==> src/rtl/axi_selftest_pkg.sv <==
// Shared constants and FSM state encoding for the AXI4-Lite register self-test master.
package axi_selftest_pkg;
  localparam logic [1:0] RESP_OKAY   = 2'b00;
  localparam logic [1:0] RESP_EXOKAY = 2'b01;

  localparam logic MODE_INTERLEAVED = 1'b0;
  localparam logic MODE_BLOCK       = 1'b1;

  typedef enum logic [2:0] {
    ST_IDLE,
    ST_WR_REQ,
    ST_WR_RESP,
    ST_RD_REQ,
    ST_RD_RESP,
    ST_DONE
  } state_e;
endpackage

==> src/rtl/axi_lite_selftest_checker.sv <==
// Error accounting: saturating error counter, sticky bad-response flag, first-failure capture.
module axi_lite_selftest_checker
  import axi_selftest_pkg::*;
#(
  parameter int AW    = 32,
  parameter int DW    = 32,
  parameter int ERR_W = 16
) (
  input  logic             clk,
  input  logic             rst_n,
  input  logic             clear,
  input  logic             b_hs,
  input  logic             r_hs,
  input  logic [1:0]       resp,
  input  logic [AW-1:0]    addr,
  input  logic [DW-1:0]    exp_data,
  input  logic [DW-1:0]    act_data,
  output logic             txn_fail,
  output logic [ERR_W-1:0] err_count,
  output logic             resp_err,
  output logic [AW-1:0]    fail_addr,
  output logic [DW-1:0]    fail_exp,
  output logic [DW-1:0]    fail_act
);
  logic           bad_resp, mism;
  logic [1:0]     inc;
  logic [ERR_W:0] sum;

  assign bad_resp = (b_hs | r_hs) && (resp != RESP_OKAY);
  assign mism     = r_hs && (act_data != exp_data);
  assign txn_fail = bad_resp | mism;
  assign inc      = {1'b0, bad_resp} + {1'b0, mism};
  assign sum      = {1'b0, err_count} + (ERR_W+1)'(inc);

  // The counter can never return to zero once bumped, so zero means "no failure captured yet".
  always_ff @(posedge clk or negedge rst_n) begin
    if (!rst_n) begin
      err_count <= '0;
      resp_err  <= 1'b0;
      fail_addr <= '0;
      fail_exp  <= '0;
      fail_act  <= '0;
    end else if (clear) begin
      err_count <= '0;
      resp_err  <= 1'b0;
      fail_addr <= '0;
      fail_exp  <= '0;
      fail_act  <= '0;
    end else if (txn_fail) begin
      err_count <= sum[ERR_W] ? '1 : sum[ERR_W-1:0];
      if (bad_resp) resp_err <= 1'b1;
      if (err_count == '0) begin
        fail_addr <= addr;
        if (mism) begin
          fail_exp <= exp_data;
          fail_act <= act_data;
        end
      end
    end
  end
endmodule

==> src/rtl/axi_lite_reg_selftest_master.sv <==
// AXI4-Lite master running a write/readback pattern test over NUM_REGS registers on a start pulse.
module axi_lite_reg_selftest_master
  import axi_selftest_pkg::*;
#(
  parameter int                               C_M_AXI_ADDR_WIDTH = 32,
  parameter int                               C_M_AXI_DATA_WIDTH = 32,
  parameter int                               NUM_REGS           = 4,
  parameter logic [C_M_AXI_ADDR_WIDTH-1:0]    BASE_ADDR          = '0,
  parameter int unsigned                      ADDR_STRIDE        = 4,
  parameter logic [C_M_AXI_DATA_WIDTH-1:0]    PATTERN_STEP       = C_M_AXI_DATA_WIDTH'(32'h01010101),
  parameter int                               ERR_W              = 16
) (
  input  logic                            ACLK,
  input  logic                            ARESETN,
  input  logic                            start,
  input  logic                            mode,
  input  logic                            stop_on_error,
  input  logic [C_M_AXI_DATA_WIDTH-1:0]   seed,
  output logic                            busy,
  output logic                            done,
  output logic                            pass,
  output logic [ERR_W-1:0]                err_count,
  output logic                            resp_err,
  output logic [C_M_AXI_ADDR_WIDTH-1:0]   fail_addr,
  output logic [C_M_AXI_DATA_WIDTH-1:0]   fail_exp,
  output logic [C_M_AXI_DATA_WIDTH-1:0]   fail_act,
  output logic [C_M_AXI_ADDR_WIDTH-1:0]   M_AXI_AWADDR,
  output logic [2:0]                      M_AXI_AWPROT,
  output logic                            M_AXI_AWVALID,
  input  logic                            M_AXI_AWREADY,
  output logic [C_M_AXI_DATA_WIDTH-1:0]   M_AXI_WDATA,
  output logic [C_M_AXI_DATA_WIDTH/8-1:0] M_AXI_WSTRB,
  output logic                            M_AXI_WVALID,
  input  logic                            M_AXI_WREADY,
  input  logic [1:0]                      M_AXI_BRESP,
  input  logic                            M_AXI_BVALID,
  output logic                            M_AXI_BREADY,
  output logic [C_M_AXI_ADDR_WIDTH-1:0]   M_AXI_ARADDR,
  output logic [2:0]                      M_AXI_ARPROT,
  output logic                            M_AXI_ARVALID,
  input  logic                            M_AXI_ARREADY,
  input  logic [C_M_AXI_DATA_WIDTH-1:0]   M_AXI_RDATA,
  input  logic [1:0]                      M_AXI_RRESP,
  input  logic                            M_AXI_RVALID,
  output logic                            M_AXI_RREADY
);
  localparam int AW    = C_M_AXI_ADDR_WIDTH;
  localparam int DW    = C_M_AXI_DATA_WIDTH;
  localparam int IDX_W = (NUM_REGS > 1) ? $clog2(NUM_REGS) : 1;

  state_e           state;
  logic [IDX_W-1:0] idx;
  logic [DW-1:0]    seed_q, cur_data;
  logic [AW-1:0]    cur_addr;
  logic             mode_q, stop_q, req_issued, aw_done, w_done;
  logic             aw_hs, w_hs, b_hs, ar_hs, r_hs, last, txn_fail, chk_clear;

  assign cur_addr = BASE_ADDR + AW'(idx) * AW'(ADDR_STRIDE);
  assign cur_data = seed_q + DW'(idx) * PATTERN_STEP;
  assign last     = (idx == IDX_W'(NUM_REGS - 1));

  assign aw_hs = M_AXI_AWVALID && M_AXI_AWREADY;
  assign w_hs  = M_AXI_WVALID && M_AXI_WREADY;
  assign b_hs  = (state == ST_WR_RESP) && M_AXI_BVALID && M_AXI_BREADY;
  assign ar_hs = M_AXI_ARVALID && M_AXI_ARREADY;
  assign r_hs  = (state == ST_RD_RESP) && M_AXI_RVALID && M_AXI_RREADY;
  assign chk_clear = (state == ST_IDLE) && start;

  // Address/data derive from idx, which only moves on a response, so they are stable under VALID.
  assign M_AXI_AWADDR = cur_addr;
  assign M_AXI_ARADDR = cur_addr;
  assign M_AXI_WDATA  = cur_data;
  assign M_AXI_WSTRB  = '1;
  assign M_AXI_AWPROT = 3'b000;
  assign M_AXI_ARPROT = 3'b000;

  axi_lite_selftest_checker #(.AW(AW), .DW(DW), .ERR_W(ERR_W)) u_chk (
    .clk       (ACLK),
    .rst_n     (ARESETN),
    .clear     (chk_clear),
    .b_hs      (b_hs),
    .r_hs      (r_hs),
    .resp      ((state == ST_WR_RESP) ? M_AXI_BRESP : M_AXI_RRESP),
    .addr      (cur_addr),
    .exp_data  (cur_data),
    .act_data  (M_AXI_RDATA),
    .txn_fail  (txn_fail),
    .err_count (err_count),
    .resp_err  (resp_err),
    .fail_addr (fail_addr),
    .fail_exp  (fail_exp),
    .fail_act  (fail_act)
  );

  always_ff @(posedge ACLK or negedge ARESETN) begin
    if (!ARESETN) begin
      state         <= ST_IDLE;
      idx           <= '0;
      seed_q        <= '0;
      mode_q        <= 1'b0;
      stop_q        <= 1'b0;
      req_issued    <= 1'b0;
      aw_done       <= 1'b0;
      w_done        <= 1'b0;
      M_AXI_AWVALID <= 1'b0;
      M_AXI_WVALID  <= 1'b0;
      M_AXI_BREADY  <= 1'b0;
      M_AXI_ARVALID <= 1'b0;
      M_AXI_RREADY  <= 1'b0;
      busy          <= 1'b0;
      done          <= 1'b0;
      pass          <= 1'b0;
    end else begin
      case (state)
        ST_IDLE: if (start) begin
          busy       <= 1'b1;
          done       <= 1'b0;
          pass       <= 1'b0;
          idx        <= '0;
          seed_q     <= seed;
          mode_q     <= mode;
          stop_q     <= stop_on_error;
          req_issued <= 1'b0;
          state      <= ST_WR_REQ;
        end
        ST_WR_REQ: begin
          if (!req_issued) begin
            req_issued    <= 1'b1;
            M_AXI_AWVALID <= 1'b1;
            M_AXI_WVALID  <= 1'b1;
            aw_done       <= 1'b0;
            w_done        <= 1'b0;
          end else begin
            if (aw_hs) begin
              M_AXI_AWVALID <= 1'b0;
              aw_done       <= 1'b1;
            end
            if (w_hs) begin
              M_AXI_WVALID <= 1'b0;
              w_done       <= 1'b1;
            end
            if ((aw_done || aw_hs) && (w_done || w_hs)) begin
              M_AXI_BREADY <= 1'b1;
              state        <= ST_WR_RESP;
            end
          end
        end
        ST_WR_RESP: if (b_hs) begin
          M_AXI_BREADY <= 1'b0;
          req_issued   <= 1'b0;
          if (stop_q && txn_fail) state <= ST_DONE;
          else if (mode_q == MODE_INTERLEAVED) state <= ST_RD_REQ;
          else if (last) begin
            idx   <= '0;
            state <= ST_RD_REQ;
          end else begin
            idx   <= idx + 1'b1;
            state <= ST_WR_REQ;
          end
        end
        ST_RD_REQ: begin
          if (!req_issued) begin
            req_issued    <= 1'b1;
            M_AXI_ARVALID <= 1'b1;
          end else if (ar_hs) begin
            M_AXI_ARVALID <= 1'b0;
            M_AXI_RREADY  <= 1'b1;
            state         <= ST_RD_RESP;
          end
        end
        ST_RD_RESP: if (r_hs) begin
          M_AXI_RREADY <= 1'b0;
          req_issued   <= 1'b0;
          if ((stop_q && txn_fail) || last) state <= ST_DONE;
          else begin
            idx   <= idx + 1'b1;
            state <= (mode_q == MODE_BLOCK) ? ST_RD_REQ : ST_WR_REQ;
          end
        end
        ST_DONE: begin
          busy  <= 1'b0;
          done  <= 1'b1;
          pass  <= (err_count == '0);
          state <= ST_IDLE;
        end
        default: state <= ST_IDLE;
      endcase
    end
  end
endmodule

==> config.mk <==
export PLATFORM = sky130hd
export DESIGN_NAME = axi_lite_reg_selftest_master
export DESIGN_NICKNAME = d
export VERILOG_FILES = /design/src/rtl/axi_selftest_pkg.sv /design/src/rtl/axi_lite_selftest_checker.sv /design/src/rtl/axi_lite_reg_selftest_master.sv
export SDC_FILE = /design/constraint.sdc
export NUM_CORES = 1
export LEC_CHECK = 0
export BUFFER_PORTS_ARGS = -buffer_cell sky130_fd_sc_hd__buf_4
export CAP_MARGIN = 25
export CORE_ASPECT_RATIO = 1.75
export CORE_MARGIN = 2
export CORE_UTILIZATION = 51
export CTS_CLUSTER_DIAMETER = 150
export DETAILED_ROUTE_END_ITERATION = 8
export PLACE_DENSITY = 0.88
export SETUP_SLACK_MARGIN = 0.15
export SKIP_LAST_GASP = 1
export SLEW_MARGIN = 20
export SYNTH_ARGS = -nofsm -noshare
export SYNTH_HDL_FRONTEND = slang
export SYNTH_SLANG_ARGS = --single-unit
==> constraint.sdc <==
create_clock -name ACLK -period 7.2 [get_ports ACLK]
set_clock_uncertainty 0.1 [all_clocks]
set_input_delay 0.36 -clock ACLK [delete_from_list [all_inputs] [get_ports ACLK]]
set_output_delay 0.36 -clock ACLK [all_outputs]
set_load 0.01 [all_outputs]
* After elaboration in Yosys (flattened, before gate mapping)
Index checks and enable logic that the tools add are counted.
** Word-level totals
- Output and inout bits :: 227
- Word-level logic and storage cells :: 152
- Input bits :: 78
- Bits in registers :: 163
** Operators by class
- Bitwise logic cells :: 2
- Equal/unequal tests :: 20
- Reduce and logical (&&, ||, !) cells :: 41
- Multiplexer cells :: 63
- Multipliers :: 1
- Add/subtract/negate cells :: 4
** Operators with widths (count)
- $mux 32 :: 11
- $mux 16 :: 3
- $add 32x27->32 :: 1
- $ne 32x32->1 :: 1
- $mul 2x25->27 const B :: 1
- $mux 3 :: 9
- $mux 2 :: 11
- $mux 1 :: 21
- $add 16x2->17 :: 1
- $logic_not 16->1 :: 1
- $ne 2x2->1 const B :: 8
- $reduce_bool 2->1 :: 8
- $pmux 3 s5 :: 1
- $reduce_and 2->1 :: 7
- $reduce_and 7->1 :: 2
- $logic_and 1x1->1 :: 12
- $reduce_and 4->1 :: 3
- $ne 2x1->1 const B :: 5
- $pmux 1 s2 :: 5
- $eq 3x2->1 const B :: 2
- $eq 3x3->1 const B :: 2
- $pmux 2 s3 :: 1
- $pmux 1 s4 :: 1
- $reduce_bool 4->1 :: 1
- other kinds (10) :: 13

* Depth between registers and ports, before layout
Gate-level depths: netlist (run 1).
- Depth after elaboration :: 11
- Gate-level depth with buffers :: 23
- Mapped depth without buffers :: 21

* Modules after synthesis
From an unflattened synthesis (run 1), not the netlist that was laid out.
** Second synthesis, totals
- Cells, all modules :: 990
- Area, all modules :: 8998.6 um^2
** By module, submodules not included
- axi_lite_selftest_checker :: cells each 600, area each 5358.9 um^2, times used 1, seq. area each 2827.7 um^2
- axi_lite_reg_selftest_master :: cells each 390, area each 3639.7 um^2, times used 1, seq. area each 1251.2 um^2

* Worst setup path before layout (run 1)
OpenSTA, ideal clock, no wires.
- Path type :: reg2reg
- Start :: register idx[1]
- End :: register u_chk.err_count[2]
- Slack :: 1093 ps
- Clock period less this slack :: 6107 ps
- Arrival time :: 5886 ps
- Cell stages (with the launch flop) :: 23
- Buffers on the path :: 2
- Setup time :: 122 ps
- Data required time :: 6978 ps
- Cell sequence :: dfrtp_1 > ha_1 > ha_1 > inv_1 > fa_1 > nand4b_1 > o31ai_1 > buf_2 > nand3_1 > xnor2_1 > xor2_1 > or4_1 > or4_1 > o21ai_1 > inv_2 > fa_1 > ha_1 > and3_1 > nand3_1 > or3_1 > clkbuf_1 > o21ai_0 > a32o_1
** Between the ends
- Longest elaborated chain between the ends :: 9
- Elaborated cells on any way between the ends :: 11
- Those cells by class :: add/sub (3); mul (1); eq/ne (1); mux (3); bitwise (1); reduce/logical (2)
** RTL lines
- start: declaration :: line axi_lite_reg_selftest_master.sv:52 : logic [IDX_W-1:0] idx;
- start signal: assignment :: line axi_lite_reg_selftest_master.sv:157 : idx <= idx + 1'b1;
- start signal: assignment :: line axi_lite_reg_selftest_master.sv:176 : idx <= idx + 1'b1;
- $mul 2x25->27 * :: line axi_lite_reg_selftest_master.sv:59 : assign cur_data = seed_q + DW'(idx) * PATTERN_STEP;
- $add 32x27->32 * :: line axi_lite_reg_selftest_master.sv:59
- named net M_AXI_WDATA[13] :: line axi_lite_reg_selftest_master.sv:31 : output logic [C_M_AXI_DATA_WIDTH-1:0] M_AXI_WDATA,
- $ne 32x32->1 * :: line axi_lite_selftest_checker.sv:30 : assign mism = r_hs && (act_data != exp_data);
- $logic_and 1x1->1 * :: line axi_lite_selftest_checker.sv:30
- $add 1x1->2 :: line axi_lite_selftest_checker.sv:32 : assign inc = {1'b0, bad_resp} + {1'b0, mism};
- $add 16x2->17 :: line axi_lite_selftest_checker.sv:33 : assign sum = {1'b0, err_count} + (ERR_W+1)'(inc);
- $mux 16 :: line axi_lite_selftest_checker.sv:50 : err_count <= sum[ERR_W] ? '1 : sum[ERR_W-1:0];
- $mux 16 :: line axi_lite_selftest_checker.sv:49 : end else if (txn_fail) begin
- $mux 16 :: line axi_lite_selftest_checker.sv:43 : end else if (clear) begin
- end signal: assignment :: line axi_lite_selftest_checker.sv:50
- end: declaration :: line axi_lite_selftest_checker.sv:19 : output logic [ERR_W-1:0] err_count,
The timed path passes the listed nets; every way through them passes the cells marked *. The select of a mux whose other input is x is not followed.
A chain may end at the register's enable or synchronous reset.

* Worst setup path in the final report (run 1)
- Start :: register idx[1]
- End :: register u_chk.err_count[9]
** Between the ends
- Longest elaborated chain between the ends :: 9
- Elaborated cells on any way between the ends :: 11
- Those cells by class :: add/sub (3); mul (1); eq/ne (1); mux (3); bitwise (1); reduce/logical (2)
** RTL lines (line)
- $mul 2x25->27 * :: axi_lite_reg_selftest_master.sv:59
- $add 32x27->32 * :: axi_lite_reg_selftest_master.sv:59
- $ne 32x32->1 * :: axi_lite_selftest_checker.sv:30
- $logic_and 1x1->1 * :: axi_lite_selftest_checker.sv:30
- $add 1x1->2 :: axi_lite_selftest_checker.sv:32
- $add 16x2->17 :: axi_lite_selftest_checker.sv:33
- $mux 16 :: axi_lite_selftest_checker.sv:50
- $mux 16 :: axi_lite_selftest_checker.sv:49
- $mux 16 :: axi_lite_selftest_checker.sv:43
Every way passes the cells marked *; elsewhere a longest branch is shown, timed or not. The select of a mux whose other input is x is not followed.

==> results of run 1 <==
[repair_timing]
item                                    CTS  global route
hold endpoints to repair                 62             0
gates resized for setup                   0             1
endpoints found under the setup margin    0             2
hold buffers                              1             0
[routing by layer]
metal | track usage, % | vias up | part of all wire [%]
met5 | 0 | - | 0
met4 | 18.09 | 0 | 6.1
met3 | 4.057 | 90 | 6.2
met2 | 54.65 | 447 | 53
met1 | 34.37 | 3800 | 34
li1 | - | 3668 | -
[worst max-delay path, stage by stage (launching register included)]
cell      delay [ns]
dfrtp_1         0.54
ha_1            0.37
ha_1            0.16
inv_1           0.06
fa_1            0.46
nand4b_1        0.32
o31ai_1         0.50
nand3_1         0.15
xnor2_1         0.40
xor2_1          0.11
or4_1           0.57
or4_1           0.62
o21ai_1         0.15
buf_4           0.18
inv_2           0.06
fa_1            0.39
ha_1            0.23
and3_1          0.25
nand3_1         0.22
or3_4           0.25
nand2_1         0.06
a31oi_1         0.18
a311oi_1        0.08
[cells by family (layout without fill, tap and decap cells)]
family | Yosys count | in the layout
buf+inv | 177 | 273
mux | 69 | 69
xor+xnor | 59 | 59
other cells | 2 | 100
fa+ha+maj | 20 | 20
simple gates | 400 | 400
compound gates | 147 | 147
flops | 133 | 133
[report_power, final]
| part | total (mW) | switching, mW | internal, mW |
|---|---|---|---|
| Clock | 0.883 | 0.352 | 0.532 |
| Sequential | 0.748 | 0 | 0.748 |
| Combinational | 0.111 | 0.0695 | 0.0413 |
[final timing paths]
check	to	slack, ns	depth (start not counted)
max reg2reg	u_chk.err_count[9]$_DFFE_PN0P_	0.60	22
max in group asynchronous	u_chk.fail_act[12]$_DFFE_PN0P_	5.26	3
min in group asynchronous	M_AXI_AWVALID$_DFFE_PN0P_	0.39	2
min reg2reg	seed_q[18]$_DFFE_PN0P_	0.39	2
min	stop_q$_DFFE_PN0P_	0.02	3
max	u_chk.err_count[9]$_DFFE_PN0P_	0.60	22
[stage by stage]
step | worst slack, ns | instances
after global routing | 0.3069 | 1428
final | 0.6004 | 1428
after detailed placement | 0.6241 | 1395
after CTS | 0.5491 | 1428
after floorplan | 1.093 | 1105
after global placement | 0.7977 | 1394
[cells in the final DEF, fill, tap and decap left out, types with 3 or more instances in the layout]
cell        instances
nor4_1             14
a21o_1              4
buf_4             213
dfrtp_1           133
nand3b_1            3
clkinv_4            5
xnor2_1            35
mux2i_1            69
nor2b_1             5
inv_1              23
nor2_1            108
conb_1            100
or2_2               4
nand3_1            30
nand2_1           151
o31ai_1             4
o21ai_0            29
a41oi_1             7
nor3_1             19
and4_1              4
nand2b_1            3
ha_1               18
a31oi_1            16
o21a_1              3
and3_1             15
a21oi_1            31
nand4_1            10
clkbuf_16          17
a2111oi_0           5
or3_1               4
or4_1               5
xor2_1             21
a211oi_1           11
and2_1             11
clkinvlp_4          3
a311oi_1           11
[state kept, by name (all words and copies together) (netlist names), 2 cells and up]
name	flops
u_chk.fail_exp	32
u_chk.fail_act	32
idx	2
u_chk.err_count	16
seed_q	32
state	3
u_chk.fail_addr	2
[area by class of cell]
type                       instances  area [µm²]  area share (%)
clock inverter                    13       148.9           1.387
timing repair buffer             217        1668           15.54
sequential                       133        3328           31.01
clock buffer                      19       452.9           4.221
inverter                          24       90.09          0.8395
tap                              227       284.0           2.647
multi-input combinational        795        4760           44.35
==> impl_metrics.csv, run 1 <==
group,metric,value,unit
drt,route.vias.total,8005,
cts,cts.clk_slew.worst_paths,0.06,ns
drt,wl_per_cell,19.52,µm
job,drv_cap,0,
global_route,groute.usage.overall,30.86,%
global_route,grt_pass1_wl,42.44,mm
sta,fin_setup_tns,0,ns
placed_design,numPortBuffers,204,
synthesis,synth-simple-area-share,21.08,%
synthesis,yosysWarnings,0,
layout,post-route-cell-area,10730,µm²
synthesis,synth_largest_area_cell,"dfrtp_1",
min_path,hold_path.startpoint,"stop_on_error",
power,leakagePower,6.007,nW
synthesis,syn_avg_cell_area,8.705,µm²
synthesis,synth_top_family_by_area,"simple AND/OR/NAND/NOR gates",
critical_path,startpoint,"idx[1]$_DFFE_PN0P_",
critical_path,arrival,6.77,ns
drt,ant_nets,0,
cts,numCtsBuffers,17,
cts,post_cts_buffers,0,
synthesis,synth-edff-count,0,
floorplan,rows,63,
synthesis,yosysMostFrequentCell,"nand2_1",
drt,dr.pass1.iters,7,
floorplan,start_util,51.97,%
synthesis,seq_area_frac_synth,37.97,%
critical_path,cp.required,7.37,ns
cts,tritoncts,"built",
synthesis,synth_compound_area_share,11.38,%
drt,drt_iter0_drc,537,
floorplan,design.core.area,16870,µm²
cts,htreeDepth,4,
layout,antenna_cells,0,
floorplan,die_w,103.1,µm
layout,drive_gt1_share,21.90,%
sta,clock.fmax,0.1515,GHz
synthesis,yosysTopAreaCellShare,37.97,%
synthesis,synthCells,1007,
critical_path,startpoint_type,"register",
cts,cts_root_buf,"clkbuf_16",
placed_design,place_congestion,0.9378,
synthesis,yosysUniqueCellTypes,68,
synthesis,ys_top_cells_by_area,"dfrtp_1 (38%), buf_4 (8.9%), mux2i_1 (7.9%), nand2_1 (6.5%), nor2_1 (4.7%)",
layout,postLayoutCoreUtil,63.62,%
critical_path,r2r-start,"idx[1]$_DFFE_PN0P_",
status,outcome,"finished, final reports clean",
floorplan,die_y,177.4,µm
placed_design,hpwl,21.23,mm
floorplan,io-pin-count,305,
drt,drc,0,
global_route,antenna_found_initial,0,
layout,nFillCells,1404,
sta,holdWs,0.01835,ns
critical_path,crit_type,"reg -> reg",
synthesis,synthFlopType,"dfrtp_1",
synthesis,synthArstFlopShare,100.0,%
synthesis,synth-adder-area-share,3.026,%
sta,relSlewSlack,34.89,%
power,totalPowerFinal,1.741,mW
sta,hold_viol,0,
synthesis,synth-xor-area-share,6.380,%
power,max-vdd-ir-drop,0.1268,mV
cts,cts_buffer_depth,2,
sta,grt_setup_unrepaired,"false",
sta,tightest_slew,0.9644,ns
synthesis,syn_area,8766,µm²
sta,setup_violations,0,
sta,post-route-period-util,91.66,%
power,p_per_area,162.3,nW/µm²
drt,vias_per_cell,5.606,
cts,clkLatencyLatePin,0.43,ns
floorplan,die_area,18290,µm²
min_path,hp-class,"in -> reg",
synthesis,ys_seq_elements,133,
sta,min_period,6.600,ns
synthesis,synthMuxAreaShare,7.879,%
cts,clock_sink_count,133,
synthesis,synth_commonest_cells,"nand2_1 (151), dfrtp_1 (133), nor2_1 (109)",
placed_design,dpl_cell_area,10110,µm²
critical_path,cp-end-kind,"register",
drt,postRouteWirelength,27.87,mm
layout,fin_nets,1286,
sta,drv_slew,0,
layout,area_growth,22.42,%
global_route,first_global_vias,7735,
global_route,grt_max_degree,72,
global_route,globalRouteOverflowTotal,0,
critical_path,crit_fanout,12,
No activity file was read; power rests on OpenSTA's default activity.
==> run 2: changes to the inputs <==
--- a/config.mk
+++ b/config.mk
@@ -8,11 +8,10 @@
 export BUFFER_PORTS_ARGS = -buffer_cell sky130_fd_sc_hd__buf_4
 export CAP_MARGIN = 25
 export CORE_ASPECT_RATIO = 1.75
-export CORE_MARGIN = 2
-export CORE_UTILIZATION = 51
+export CORE_UTILIZATION = 55
 export CTS_CLUSTER_DIAMETER = 150
 export DETAILED_ROUTE_END_ITERATION = 8
-export PLACE_DENSITY = 0.88
+export PLACE_DENSITY = 0.94
 export SETUP_SLACK_MARGIN = 0.15
 export SKIP_LAST_GASP = 1
 export SLEW_MARGIN = 20
==> constraint.sdc (replaced) <==
create_clock -name ACLK -period 8.1 [get_ports ACLK]
set_clock_uncertainty 0.1 [all_clocks]
set_input_delay 0.405 -clock ACLK [delete_from_list [all_inputs] [get_ports ACLK]]
set_output_delay 0.405 -clock ACLK [all_outputs]
set_load 0.01 [all_outputs]
==> run 2 against run 1 <==
Hold slack better by 0.054 ns. Global-route usage increased by 1.5 points. Non-clock buffer count is 4 lower. Critical endpoint is now u_chk.err_count[5]$_DFFE_PN0P_.
==> impl_metrics.csv, run 2 (synthesis gave the netlist of run 1 again) <==
group,metric,value,unit
status,outcome,"finished, final reports clean",
floorplan,io-pin-count,305,
sta,hold_viol,0,
power,max-vdd-ir-drop,0.1306,mV
critical_path,r2r-start,"idx[1]$_DFFE_PN0P_",
critical_path,crit_fanout,12,
drt,vias_per_cell,5.933,
drt,route.vias.total,8205,
layout,nFillCells,1226,
cts,htreeDepth,4,
sta,post-route-period-util,81.67,%
sta,drv_slew,0,
sta,setup_violations,0,
critical_path,crit_type,"reg -> reg",
floorplan,die_y,169.0,µm
layout,fin_nets,1282,
global_route,first_global_vias,7830,
sta,setup_ws,1.485,ns
placed_design,place_congestion,0.9298,
critical_path,startpoint,"idx[1]$_DFFE_PN0P_",
min_path,hp-class,"in -> reg",
critical_path,path_common_cell,"ha_1",
cts,clkLatencyLatePin,0.42,ns
critical_path,cp.required,8.27,ns
placed_design,place_ws,1.640,ns
critical_path,startpoint_type,"register",
sta,min_period,6.615,ns
job,drv_cap,0,
placed_design,hpwl,20.42,mm
sta,fin_setup_tns,0,ns
cts,tritoncts,"built",
global_route,grt_max_degree,71,
layout,drive_gt1_share,21.40,%
sta,tightest_slew,0.9887,ns
critical_path,worst-path-stages,23,
sta,grt_setup_unrepaired,"false",
global_route,grt_pass1_wl,41.49,mm
layout,top_regs,"seed_q x32, u_chk.fail_act x32, u_chk.fail_exp x32",
floorplan,die_w,97.43,µm
critical_path,path_cells,"ha_1 -> ha_1 -> inv_1 -> fa_1 -> nand4b_1 -> o31ai_1 -> buf_4 -> nand3_1 -> xnor2_1 -> xor2_1 -> or4_1 -> or4_1 -> o21ai_1 -> buf_4 -> inv_2 -> fa_1 -> ha_1 -> and3_1 -> nand3_1 -> or3_1 -> nand2_1 -> a211oi_1 -> nor3_1",
cts,clock_sink_count,133,
drt,dr.pass1.iters,8,
power,p_per_area,145.1,nW/µm²
global_route,globalRouteOverflowTotal,0,
critical_path,slowest_stage,"or4_1",
cts,cts.clk_slew.worst_paths,0.06,ns
sta,clock.fmax,0.1512,GHz
cts,post_cts_buffers,0,
global_route,antenna_found_initial,1,
drt,drc,0,
layout,area_growth,21.27,%
floorplan,die_area,16470,µm²
critical_path,cp-end-kind,"register",
cts,cts_resized,0,
cts,numCtsBuffers,17,
critical_path,critPathCapture,"u_chk.err_count[5]$_DFFE_PN0P_",
critical_path,r2r_end,"u_chk.err_count[5]$_DFFE_PN0P_",
cts,cts_hold_buf,1,
critical_path,arrival,6.79,ns
drt,drt_iter0_drc,574,
critical_path,max_stage_delay,0.60,ns
power,leakagePower,5.981,nW
critical_path,r2r_cells,23,
cts,cts_buffer_depth,2,
critical_path,reg2reg_slack,1.48,ns
drt,ant_nets,0,
global_route,groute.usage.overall,32.38,%
floorplan,rows,60,
layout,final_common_cell,"buf_4",
placed_design,numPortBuffers,204,
floorplan,design.core.area,15460,µm²
critical_path,path_buf_inv,4,
critical_path,critPathTopFamily,"simple AND/OR/NAND/NOR gates",
cts,cts_root_buf,"clkbuf_16",
drt,postRouteWirelength,27.37,mm
sta,relSlewSlack,33.69,%
floorplan,start_util,56.68,%
drt,wl_per_cell,19.79,µm
layout,mostFrequentLayoutCells,"buf_4 (209), nand2_1 (151), dfrtp_1 (133), nor2_1 (108), conb_1 (100)",
==> run 2: cell types whose count changed in the layout (fill, tap and decap cells not counted) <==
cell,change
clkbuf_1,+1
or3_1,+1
clkinv_2,+1
clkinv_4,-2
inv_6,-1
diode_2,+1
buf_4,-4
or3_4,-1
==> run 2: layer usage <==
layer | up-vias | global-route usage, % | part of all wire [%]
li1 | 3657 | - | -
met1 | 3897 | 33.86 | 34
met2 | 544 | 60.11 | 54
met3 | 107 | 5.202 | 6.7
met4 | 0 | 19.37 | 5.1
met5 | - | 0 | 0
==> run 2: area by class of cell <==
type	count	area [µm²]	share of cell area, %
clock buffer	20	456.7	4.296
antenna	1	2.502	0.02354
clock inverter	11	127.6	1.201
inverter	24	90.09	0.8475
tap	186	232.7	2.189
timing repair buffer	213	1638	15.41
multi-input combinational	795	4755	44.73
sequential	133	3328	31.31
==> run 2: through the flow <==
step	utilization, %	power, mW	cells	hold slack (ns)	cell area [µm²]
2_1_floorplan	-	0.7510	1105	0.009409	9134
3_5_place_dp	64.88	0.7732	1350	0.3590	10030
3_3_place_gp	64.70	0.7725	1349	0.3503	10010
4_1_cts	68.72	1.542	1382	0.06667	10630
5_1_grt	68.74	1.579	1383	0.07791	10630
6_report	68.74	1.543	1383	0.07260	10630
==> run 2: how the worst min path moves through the flow <==
stage	to	from	depth (start not counted)
after global placement	M_AXI_WVALID$_DFFE_PN0P_	ARESETN	1
final	seed_q[7]$_DFFE_PN0P_	seed[7]	3
after detailed placement	w_done$_DFFE_PN0P_	ARESETN	1
after CTS	seed_q[28]$_DFFE_PN0P_	seed[28]	3
after floorplan	M_AXI_ARVALID$_DFFE_PN0P_	ARESETN	0
after global routing	seed_q[7]$_DFFE_PN0P_	seed[7]	3
==> run 2: where the power goes <==
group          switching, mW  internal, mW  total [mW]
Sequential                 0         0.664       0.664
Combinational         0.0625        0.0367      0.0992
Clock                  0.310         0.469       0.779
Total                  0.373          1.17        1.54
==> run 2: tightest hold or removal path: cells and delay by family <==
kind                   cells  cell delay [ns]
buffers and inverters      1             0.07
AND/OR/NAND/NOR            2             0.09
